[src/rtl/modexp_ctrl_pkg.sv]
// Shared definitions for the modular-exponentiation controller: operand width
// default and FSM state encoding.
package modexp_ctrl_pkg;

    localparam int MPWID_DEFAULT = 32;

    localparam logic [2:0] ST_IDLE     = 3'd0;
    localparam logic [2:0] ST_SQR_REQ  = 3'd1;
    localparam logic [2:0] ST_SQR_WAIT = 3'd2;
    localparam logic [2:0] ST_MUL_REQ  = 3'd3;
    localparam logic [2:0] ST_MUL_WAIT = 3'd4;
    localparam logic [2:0] ST_DONE     = 3'd5;

    function automatic logic is_req_state(input logic [2:0] st);
        return (st == ST_SQR_REQ) || (st == ST_MUL_REQ);
    endfunction

    function automatic logic is_mul_state(input logic [2:0] st);
        return (st == ST_MUL_REQ) || (st == ST_MUL_WAIT);
    endfunction

endpackage

[src/rtl/modexp_ctrl.sv]
// Right-to-left square-and-multiply sequencer driving an external modular
// multiplier; holds operands and the accumulator, nothing arithmetic inside.
//
// state     | meaning
// ----------+----------------------------------------------------------
// IDLE      | waiting for start; result held
// SQR_REQ   | waiting for mm_ready, then strobe breg*breg
// SQR_WAIT  | waiting for squaring product
// MUL_REQ   | waiting for mm_ready, then strobe acc*breg
// MUL_WAIT  | waiting for multiply product
// DONE      | publish acc to result, pulse done
module modexp_ctrl
    import modexp_ctrl_pkg::*;
#(
    parameter int MPWID = MPWID_DEFAULT
) (
    input  logic             clk,
    input  logic             reset,
    input  logic             start,
    input  logic [MPWID-1:0] base,
    input  logic [MPWID-1:0] exponent,
    input  logic [MPWID-1:0] modulus,
    output logic [MPWID-1:0] result,
    output logic             busy,
    output logic             done,
    output logic [MPWID-1:0] mm_mpand,
    output logic [MPWID-1:0] mm_mplier,
    output logic [MPWID-1:0] mm_modulus,
    output logic             mm_ds,
    input  logic             mm_ready,
    input  logic [MPWID-1:0] mm_product
);

    localparam logic [MPWID-1:0] ONE = {{(MPWID-1){1'b0}}, 1'b1};

    logic [2:0]       state_q, state_d;
    logic [MPWID-1:0] acc_q, acc_d;
    logic [MPWID-1:0] breg_q, breg_d;
    logic [MPWID-1:0] ereg_q, ereg_d;
    logic [MPWID-1:0] mreg_q, mreg_d;
    logic [MPWID-1:0] result_q, result_d;
    logic             busy_q, busy_d;
    logic             done_q, done_d;
    logic             wait_first_q, wait_first_d;

    always_comb begin
        state_d      = state_q;
        acc_d        = acc_q;
        breg_d       = breg_q;
        ereg_d       = ereg_q;
        mreg_d       = mreg_q;
        result_d     = result_q;
        busy_d       = busy_q;
        done_d       = 1'b0;
        wait_first_d = wait_first_q;

        case (state_q)
            ST_IDLE: begin
                if (start) begin
                    breg_d = base;
                    ereg_d = exponent;
                    mreg_d = modulus;
                    acc_d  = ONE;
                    busy_d = 1'b1;
                    if (exponent[0])
                        state_d = ST_MUL_REQ;
                    else if (exponent > ONE)
                        state_d = ST_SQR_REQ;
                    else
                        state_d = ST_DONE;
                end
            end
            ST_SQR_REQ: begin
                if (mm_ready) begin
                    state_d      = ST_SQR_WAIT;
                    wait_first_d = 1'b1;
                end
            end
            ST_MUL_REQ: begin
                if (mm_ready) begin
                    state_d      = ST_MUL_WAIT;
                    wait_first_d = 1'b1;
                end
            end
            // The multiplier still shows the previous ready for one cycle after mm_ds.
            ST_SQR_WAIT: begin
                if (wait_first_q) begin
                    wait_first_d = 1'b0;
                end else if (mm_ready) begin
                    breg_d  = mm_product;
                    ereg_d  = ereg_q >> 1;
                    state_d = ereg_q[1] ? ST_MUL_REQ : ST_SQR_REQ;
                end
            end
            ST_MUL_WAIT: begin
                if (wait_first_q) begin
                    wait_first_d = 1'b0;
                end else if (mm_ready) begin
                    acc_d   = mm_product;
                    state_d = ((ereg_q >> 1) != '0) ? ST_SQR_REQ : ST_DONE;
                end
            end
            ST_DONE: begin
                result_d = acc_q;
                done_d   = 1'b1;
                busy_d   = 1'b0;
                state_d  = ST_IDLE;
            end
            default: state_d = ST_IDLE;
        endcase
    end

    always_ff @(posedge clk) begin
        if (reset) begin
            state_q      <= ST_IDLE;
            acc_q        <= '0;
            breg_q       <= '0;
            ereg_q       <= '0;
            mreg_q       <= '0;
            result_q     <= '0;
            busy_q       <= 1'b0;
            done_q       <= 1'b0;
            wait_first_q <= 1'b0;
        end else begin
            state_q      <= state_d;
            acc_q        <= acc_d;
            breg_q       <= breg_d;
            ereg_q       <= ereg_d;
            mreg_q       <= mreg_d;
            result_q     <= result_d;
            busy_q       <= busy_d;
            done_q       <= done_d;
            wait_first_q <= wait_first_d;
        end
    end

    assign result     = result_q;
    assign busy       = busy_q;
    assign done       = done_q;
    assign mm_ds      = mm_ready && is_req_state(state_q);
    assign mm_mpand   = is_mul_state(state_q) ? acc_q : breg_q;
    assign mm_mplier  = breg_q;
    assign mm_modulus = mreg_q;

endmodule

[config.mk]
export PLATFORM = sky130hd
export DESIGN_NAME = modexp_ctrl
export DESIGN_NICKNAME = d
export VERILOG_FILES = /design/src/rtl/modexp_ctrl_pkg.sv /design/src/rtl/modexp_ctrl.sv
export SDC_FILE = /design/constraint.sdc
export NUM_CORES = 1
export LEC_CHECK = 0
export ABC_CLOCK_PERIOD_IN_PS = 2300
export CORE_MARGIN = 2
export CORE_UTILIZATION = 40
export CTS_CLUSTER_SIZE = 8
export DETAILED_ROUTE_END_ITERATION = 8
export GPL_ROUTABILITY_DRIVEN = 0
export HOLD_SLACK_MARGIN = 0.15
export PLACE_DENSITY_LB_ADDON = 0.3
export SLEW_MARGIN = 20
export SYNTH_ARGS = -nofsm -noshare
export SYNTH_HDL_FRONTEND = slang
export SYNTH_SLANG_ARGS = --single-unit
export TNS_END_PERCENT = 20
[constraint.sdc]
create_clock -name clk -period 2.3 [get_ports clk]
set_input_delay 0.23 -clock clk [delete_from_list [all_inputs] [get_ports clk]]
set_output_delay 0.23 -clock clk [all_outputs]
set_load 0.005 [all_outputs]
# Word level (Yosys, flattened, before mapping)
# Index checks and enable logic that the tools add are counted.
[word_totals]
register_bits = 166
latchBits = 0
mem_bits_rw = 0
rom_bits = 0
output_inout_bits = 131
elab_cells = 68
n_memories = 0
[op_classes]
addsub = 0
mul = 0
div = 0
n_lt_le_gt_ge = 1
n_eq_ne = 13
n_shift = 0
mux = 28
bitwise = 0
n_reduce_logical = 17
[ops]
columns = ["op", "count"]
rows = [
  ["two-way mux 32 bit", 8],
  ["one-hot mux 32 bit (2 select lines)", 3],
  ["greater-than comparator 32 x 1 -> 1 bit, second input constant", 1],
  ["nonzero test 32 bit", 1],
  ["two-way mux 3 bit", 10],
  ["one-hot mux 3 bit (5 select lines)", 1],
  ["!= test 2 bit, second input constant", 7],
  ["AND reduction 4 bit", 2],
  ["nonzero test 2 bit", 4],
  ["AND reduction 7 bit", 1],
  ["equality test 3 x 2 -> 1 bit, second input constant", 2],
  ["equality test 3 bit, second input constant", 2],
  ["AND reduction 2 bit", 3],
  ["one-hot mux 1 bit (2 select lines)", 2],
  ["OR reduction 2 bit", 2],
  ["equality test 3 x 1 -> 1 bit, second input constant", 1],
  ["zero test 3 bit", 1],
  ["two-way mux 1 bit", 3],
  ["logical OR 1 bit", 2],
  ["two-way mux 2 bit", 1],
  ["!= test 2 x 1 -> 1 bit, second input constant", 1],
  ["logical AND 1 bit", 1],
]

# Depth between registers and ports, before layout
[logic_depth]
ltp_word = 5
depth_mapped = 8
depth_no_buf = 4

# Worst setup path before layout
# OpenSTA, ideal clock, no wires.
[synth_timing]
path_kind = "flip-flop to output port"
from = "register state_q[2]"
to = "output port mm_mpand[2]"
arrival_time_ns = 1.673
setup_slack_ns = 0.397
path_stages_with_launch = 6
path_buffers = 2
cell_sequence = "dfxtp_1 > buf_2 > or3b_1 > o21ai_1 > buf_4 > mux2_2"
[synth_between]
elab_chain_cells = 3
[synth_lines]
columns = ["item", "line_no", "text"]
rows = [
  ["start, declared", "modexp_ctrl.sv:36", "logic [2:0] state_q, state_d;"],
  ["start signal, assigned", "modexp_ctrl.sv:125", "state_q <= state_d;"],
  ["equality test 3 x 2 -> 1 bit / equality test 3 bit (equally long branches)", "modexp_ctrl_pkg.sv:19", "return (st == ST_MUL_REQ) || (st == ST_MUL_WAIT);"],
  ["logical OR 1 bit (*)", "modexp_ctrl_pkg.sv:19", ""],
  ["two-way mux 32 bit (*)", "modexp_ctrl.sv:141", "assign mm_mpand = is_mul_state(state_q) ? acc_q : breg_q;"],
  ["end, declared", "modexp_ctrl.sv:26", "output logic [MPWID-1:0] mm_mpand,"],
]
# Every way passes the cells marked *; elsewhere a longest branch is shown, timed or not.

# Worst setup path in the final report
[layout_timing]
from = "register state_q[1]"
to = "output port mm_mpand[29]"
# Same word-level chain as after synthesis.

==> results.json <==
{
  "fin_skew_ps": 8.62,
  "power_density_nw_per_um2": 1310,
  "worst_setup_path_end_kind": "primary output",
  "timing.setup.critical_path_class": "reg2out",
  "cell_area_after_placement_um2": 10200,
  "worst_r2r_path_depth": 7,
  "largest_net_degree_at_the_start_of_global_routing": 64,
  "finalSetupViolations": 0,
  "drc_errors": 0,
  "syn-cell-area_um2": 7370,
  "holdPathStages": 2,
  "use_met2_pct": 37.2,
  "placed_insts": 1258,
  "timing.critical_path.required_ps": 2070,
  "yosys_register_bits": 165,
  "rows": 49,
  "crit-reg2reg-launch": "state_q[2]",
  "route.final.wire_length_mm": 22.0,
  "final_cell_area_um2": 11000,
  "leakage_nw": 4.05,
  "synthesis.instances": 809,
  "io_buffer_count": 262,
  "critPathLaunchType": "flop",
  "dr_vias": 6718,
  "fin_crit_period_ps": 2300,
  "multi_input_area_um2": 3780,
  "number_of_enable_type_register_cells_in_the_synthesized_netlist": 0,
  "hold_path.startpoint": "reset",
  "drive_above_1_share_pct": 19.0,
  "synth_sequential_area_ratio_pct": 44.8,
  "clock_tree.buffer_depth": 2,
  "floorplan.initialDensity_pct": 40.9,
  "grt_use_met3_pct": 3.92,
  "post_cts_hold_buffer_count": 0,
  "grt_pass1_wl_mm": 34.6,
  "tritoncts": "done",
  "postRouteAntennaNets": 0,
  "yosys-top-cells-area": "sky130_fd_sc_hd__dfxtp_1 (45%), sky130_fd_sc_hd__a211oi_2 (10%), sky130_fd_sc_hd__mux2i_1 (8.4%), sky130_fd_sc_hd__nand2_1 (8.3%), sky130_fd_sc_hd__a21oi_1 (6.7%)",
  "top_usage_layer": "met2",
  "hpwlAfterDp_mm": 15.5,
  "boundaryPins": 263,
  "post_layout_nonfiller_instances": 1297,
  "initial_antenna_violation_count": 1,
  "maxSlewViolCount": 0,
  "vdd_ir_drop_max_mv": 0.852,
  "timing.fmax_mhz": 436,
  "grt_setup_unrepaired": "true",
  "post-synth-top-area-fraction_pct": 44.8,
  "status": "complete, no violations",
  "drtPass1Iterations": 4,
  "initialDrtViolationCount": 283,
  "mean_syn_cell_area_um2": 9.11,
  "synth-async-reset-ratio_pct": 0,
  "regArea_um2": 3310,
  "fillers": 1587,
  "yosys.area.top_type": "sky130_fd_sc_hd__dfxtp_1",
  "ctsRootBufferMaster": "sky130_fd_sc_hd__clkbuf_16",
  "path_max_fanout": 7,
  "synth.lib_cells_used.distinct": 38,
  "floorplan.core_area_um2": 18000,
  "finalNetCount": 1188,
  "groute.usage.overall_pct": 21.9,
  "clkLatencyLatePin_ps": 420,
  "cts_inserted_buffers": 17,
  "timing.final.hold_violations": 0,
  "cts.sinks": 165,
  "area.growth.synth_to_final_pct": 48.9,
  "total_die_area_um2": 19500,
  "dieWidth_um": 140,
  "synth_flop_cell": "sky130_fd_sc_hd__dfxtp_1",
  "cap_violations": 0,
  "timing.final.crit_share_pct": 99.8,
  "number_of_global_route_vias_before_repair": 6497,
  "post_drt_via_cell_ratio": 5.18,
  "holdCritPathClass": "in2reg",
  "routed_wire_length_per_instance_um": 16.9,
  "globalRoute.totalOverflow": 0,
  "clkTransAtPathRegs_ps": 70,
  "setup.worst_path.start": "state_q[1]",
  "syn-num-nets": 941,
  "cts.htree.levels": 4,
  "max_slew.worst_pin.slew_ps": 616,
  "global_route.usage.met1_pct": 27.9,
  "antenna_cells_inserted": 0,
  "cp.arrival_ps": 2070,
  "synth.yosys.warnings": 0,
  "slew_headroom_pct": 58.9,
  "die_height_um": 140
}
==> critical path: stages, from the launching register on <==
cell	delay, ps
sky130_fd_sc_hd__dfxtp_2	340
sky130_fd_sc_hd__or3b_4	410
sky130_fd_sc_hd__o21ai_4	100
sky130_fd_sc_hd__buf_12	160
sky130_fd_sc_hd__buf_6	100
sky130_fd_sc_hd__buf_12	120
sky130_fd_sc_hd__mux2_4	310
sky130_fd_sc_hd__buf_6	120
==> repair_timing <==
| action | in CTS | in global routing |
|---|---|---|
| pin swaps | 1 | 1 |
| resized for setup | 141 | 21 |
| hold endpoints to repair | 0 | 0 |
| buffers inserted | 7 | 0 |
| gates cloned | 2 | 0 |
| endpoints found under the setup margin | 32 | 25 |
==> sequential cells by signal, indices dropped and copies added, names as in the netlist, 3 cells and up <==
register    flops
acc_q          32
mm_modulus     32
mm_mplier      32
result         32
ereg_q         31
state_q         3
==> metal layers <==
layer,vias up,share of wire (%)
met2,206,49
met5,-,0
met4,0,2.3
met1,3152,44
li1,3325,-
met3,35,4.8
==> layout make-up <==
cell class,count,area share (%)
Clock buffer,17,3.87
Clock inverter,14,1.52
Timing Repair Buffer,298,27.4
Sequential cell,165,30.1
Tap cell,229,2.61
Multi-Input combinational cell,573,34.5
Inverter,1,0.0342
==> cells by family after synthesis <==
logic type | after synthesis | share of synthesized area (%)
compound gates | 174 | 18.4
mux | 94 | 13.3
buf+inv | 71 | 5.58
flops | 165 | 44.8
simple gates | 305 | 17.9
==> synthesized netlist by cell type, drive strengths merged (2+ instances only) <==
| cell | number |
|---|---|
| dfxtp | 165 |
| nand2 | 163 |
| a21oi | 99 |
| nor2 | 69 |
| a211oi | 62 |
| mux2i | 62 |
| clkbuf | 38 |
| nand3 | 34 |
| buf | 32 |
| mux2 | 32 |
| nor4 | 16 |
| o21ai | 6 |
| nor3 | 5 |
| nor3b | 5 |
| nand2b | 2 |
| nand3b | 2 |
| nand4 | 2 |
| nor4b | 2 |
| or3 | 2 |
| or3b | 2 |
==> cell usage in the layout, fill, tap and decap left out, types with 2 or more instances in the layout <==
cell                                n
sky130_fd_sc_hd__a211oi_1           2
sky130_fd_sc_hd__a211oi_2          60
sky130_fd_sc_hd__a21oi_1           99
sky130_fd_sc_hd__buf_12            14
sky130_fd_sc_hd__buf_2             14
sky130_fd_sc_hd__buf_4             20
sky130_fd_sc_hd__buf_6             14
sky130_fd_sc_hd__bufinv_16          2
sky130_fd_sc_hd__clkbuf_16         17
sky130_fd_sc_hd__clkbuf_2           6
sky130_fd_sc_hd__clkdlybuf4s50_1  229
sky130_fd_sc_hd__clkinv_4           2
sky130_fd_sc_hd__clkinvlp_4         2
sky130_fd_sc_hd__dfxtp_1          163
sky130_fd_sc_hd__dfxtp_2            2
sky130_fd_sc_hd__inv_6              4
sky130_fd_sc_hd__inv_8              3
sky130_fd_sc_hd__mux2_1             3
sky130_fd_sc_hd__mux2_2             7
sky130_fd_sc_hd__mux2_4            22
sky130_fd_sc_hd__mux2i_1           62
sky130_fd_sc_hd__nand2_1          163
sky130_fd_sc_hd__nand2b_1           2
sky130_fd_sc_hd__nand3_1           34
sky130_fd_sc_hd__nand3b_1           2
sky130_fd_sc_hd__nand4_1            2
sky130_fd_sc_hd__nor2_1            69
sky130_fd_sc_hd__nor3_1             5
sky130_fd_sc_hd__nor3b_2            3
sky130_fd_sc_hd__nor4_1            16
sky130_fd_sc_hd__o21ai_0            3
sky130_fd_sc_hd__or3_1              2
==> report_power, final <==
part	internal (mW)	leakage, nW	total [mW]	switching [mW]
clock	1.63	0.286	2.87	1.24
combinational	3.71	2.42	7.24	3.53
sequential	3.66	1.35	4.25	0.597
total	8.99	4.05	14.4	5.37
==> per-stage QoR <==
| step | hold slack [ps] | setup slack (ps) | power, mW | utilization [%] | TNS [ps] |
|---|---|---|---|---|---|
| final | 301 | 4.98 | 14.4 | 60.9 | 0 |
| after global routing | 312 | -47.5 | 15.3 | 60.9 | -453 |
| after CTS | 289 | -62.4 | 14.4 | 60.8 | -161 |
| after detailed placement | 446 | 124 | 11.2 | 56.8 | 0 |
| after global placement | 441 | 166 | 11.0 | 56.8 | 0 |
| after floorplan | 366 | 397 | 8.58 | - | 0 |
==> worst paths after layout <==
path | to | slack [ps]
hold reg to reg | result[15] | 450
hold / removal | mm_modulus[2] | 300
setup / recovery | mm_mpand[29] | 5
setup reg to reg | acc_q[20] | 190
Power figures use the tool's default switching activity.
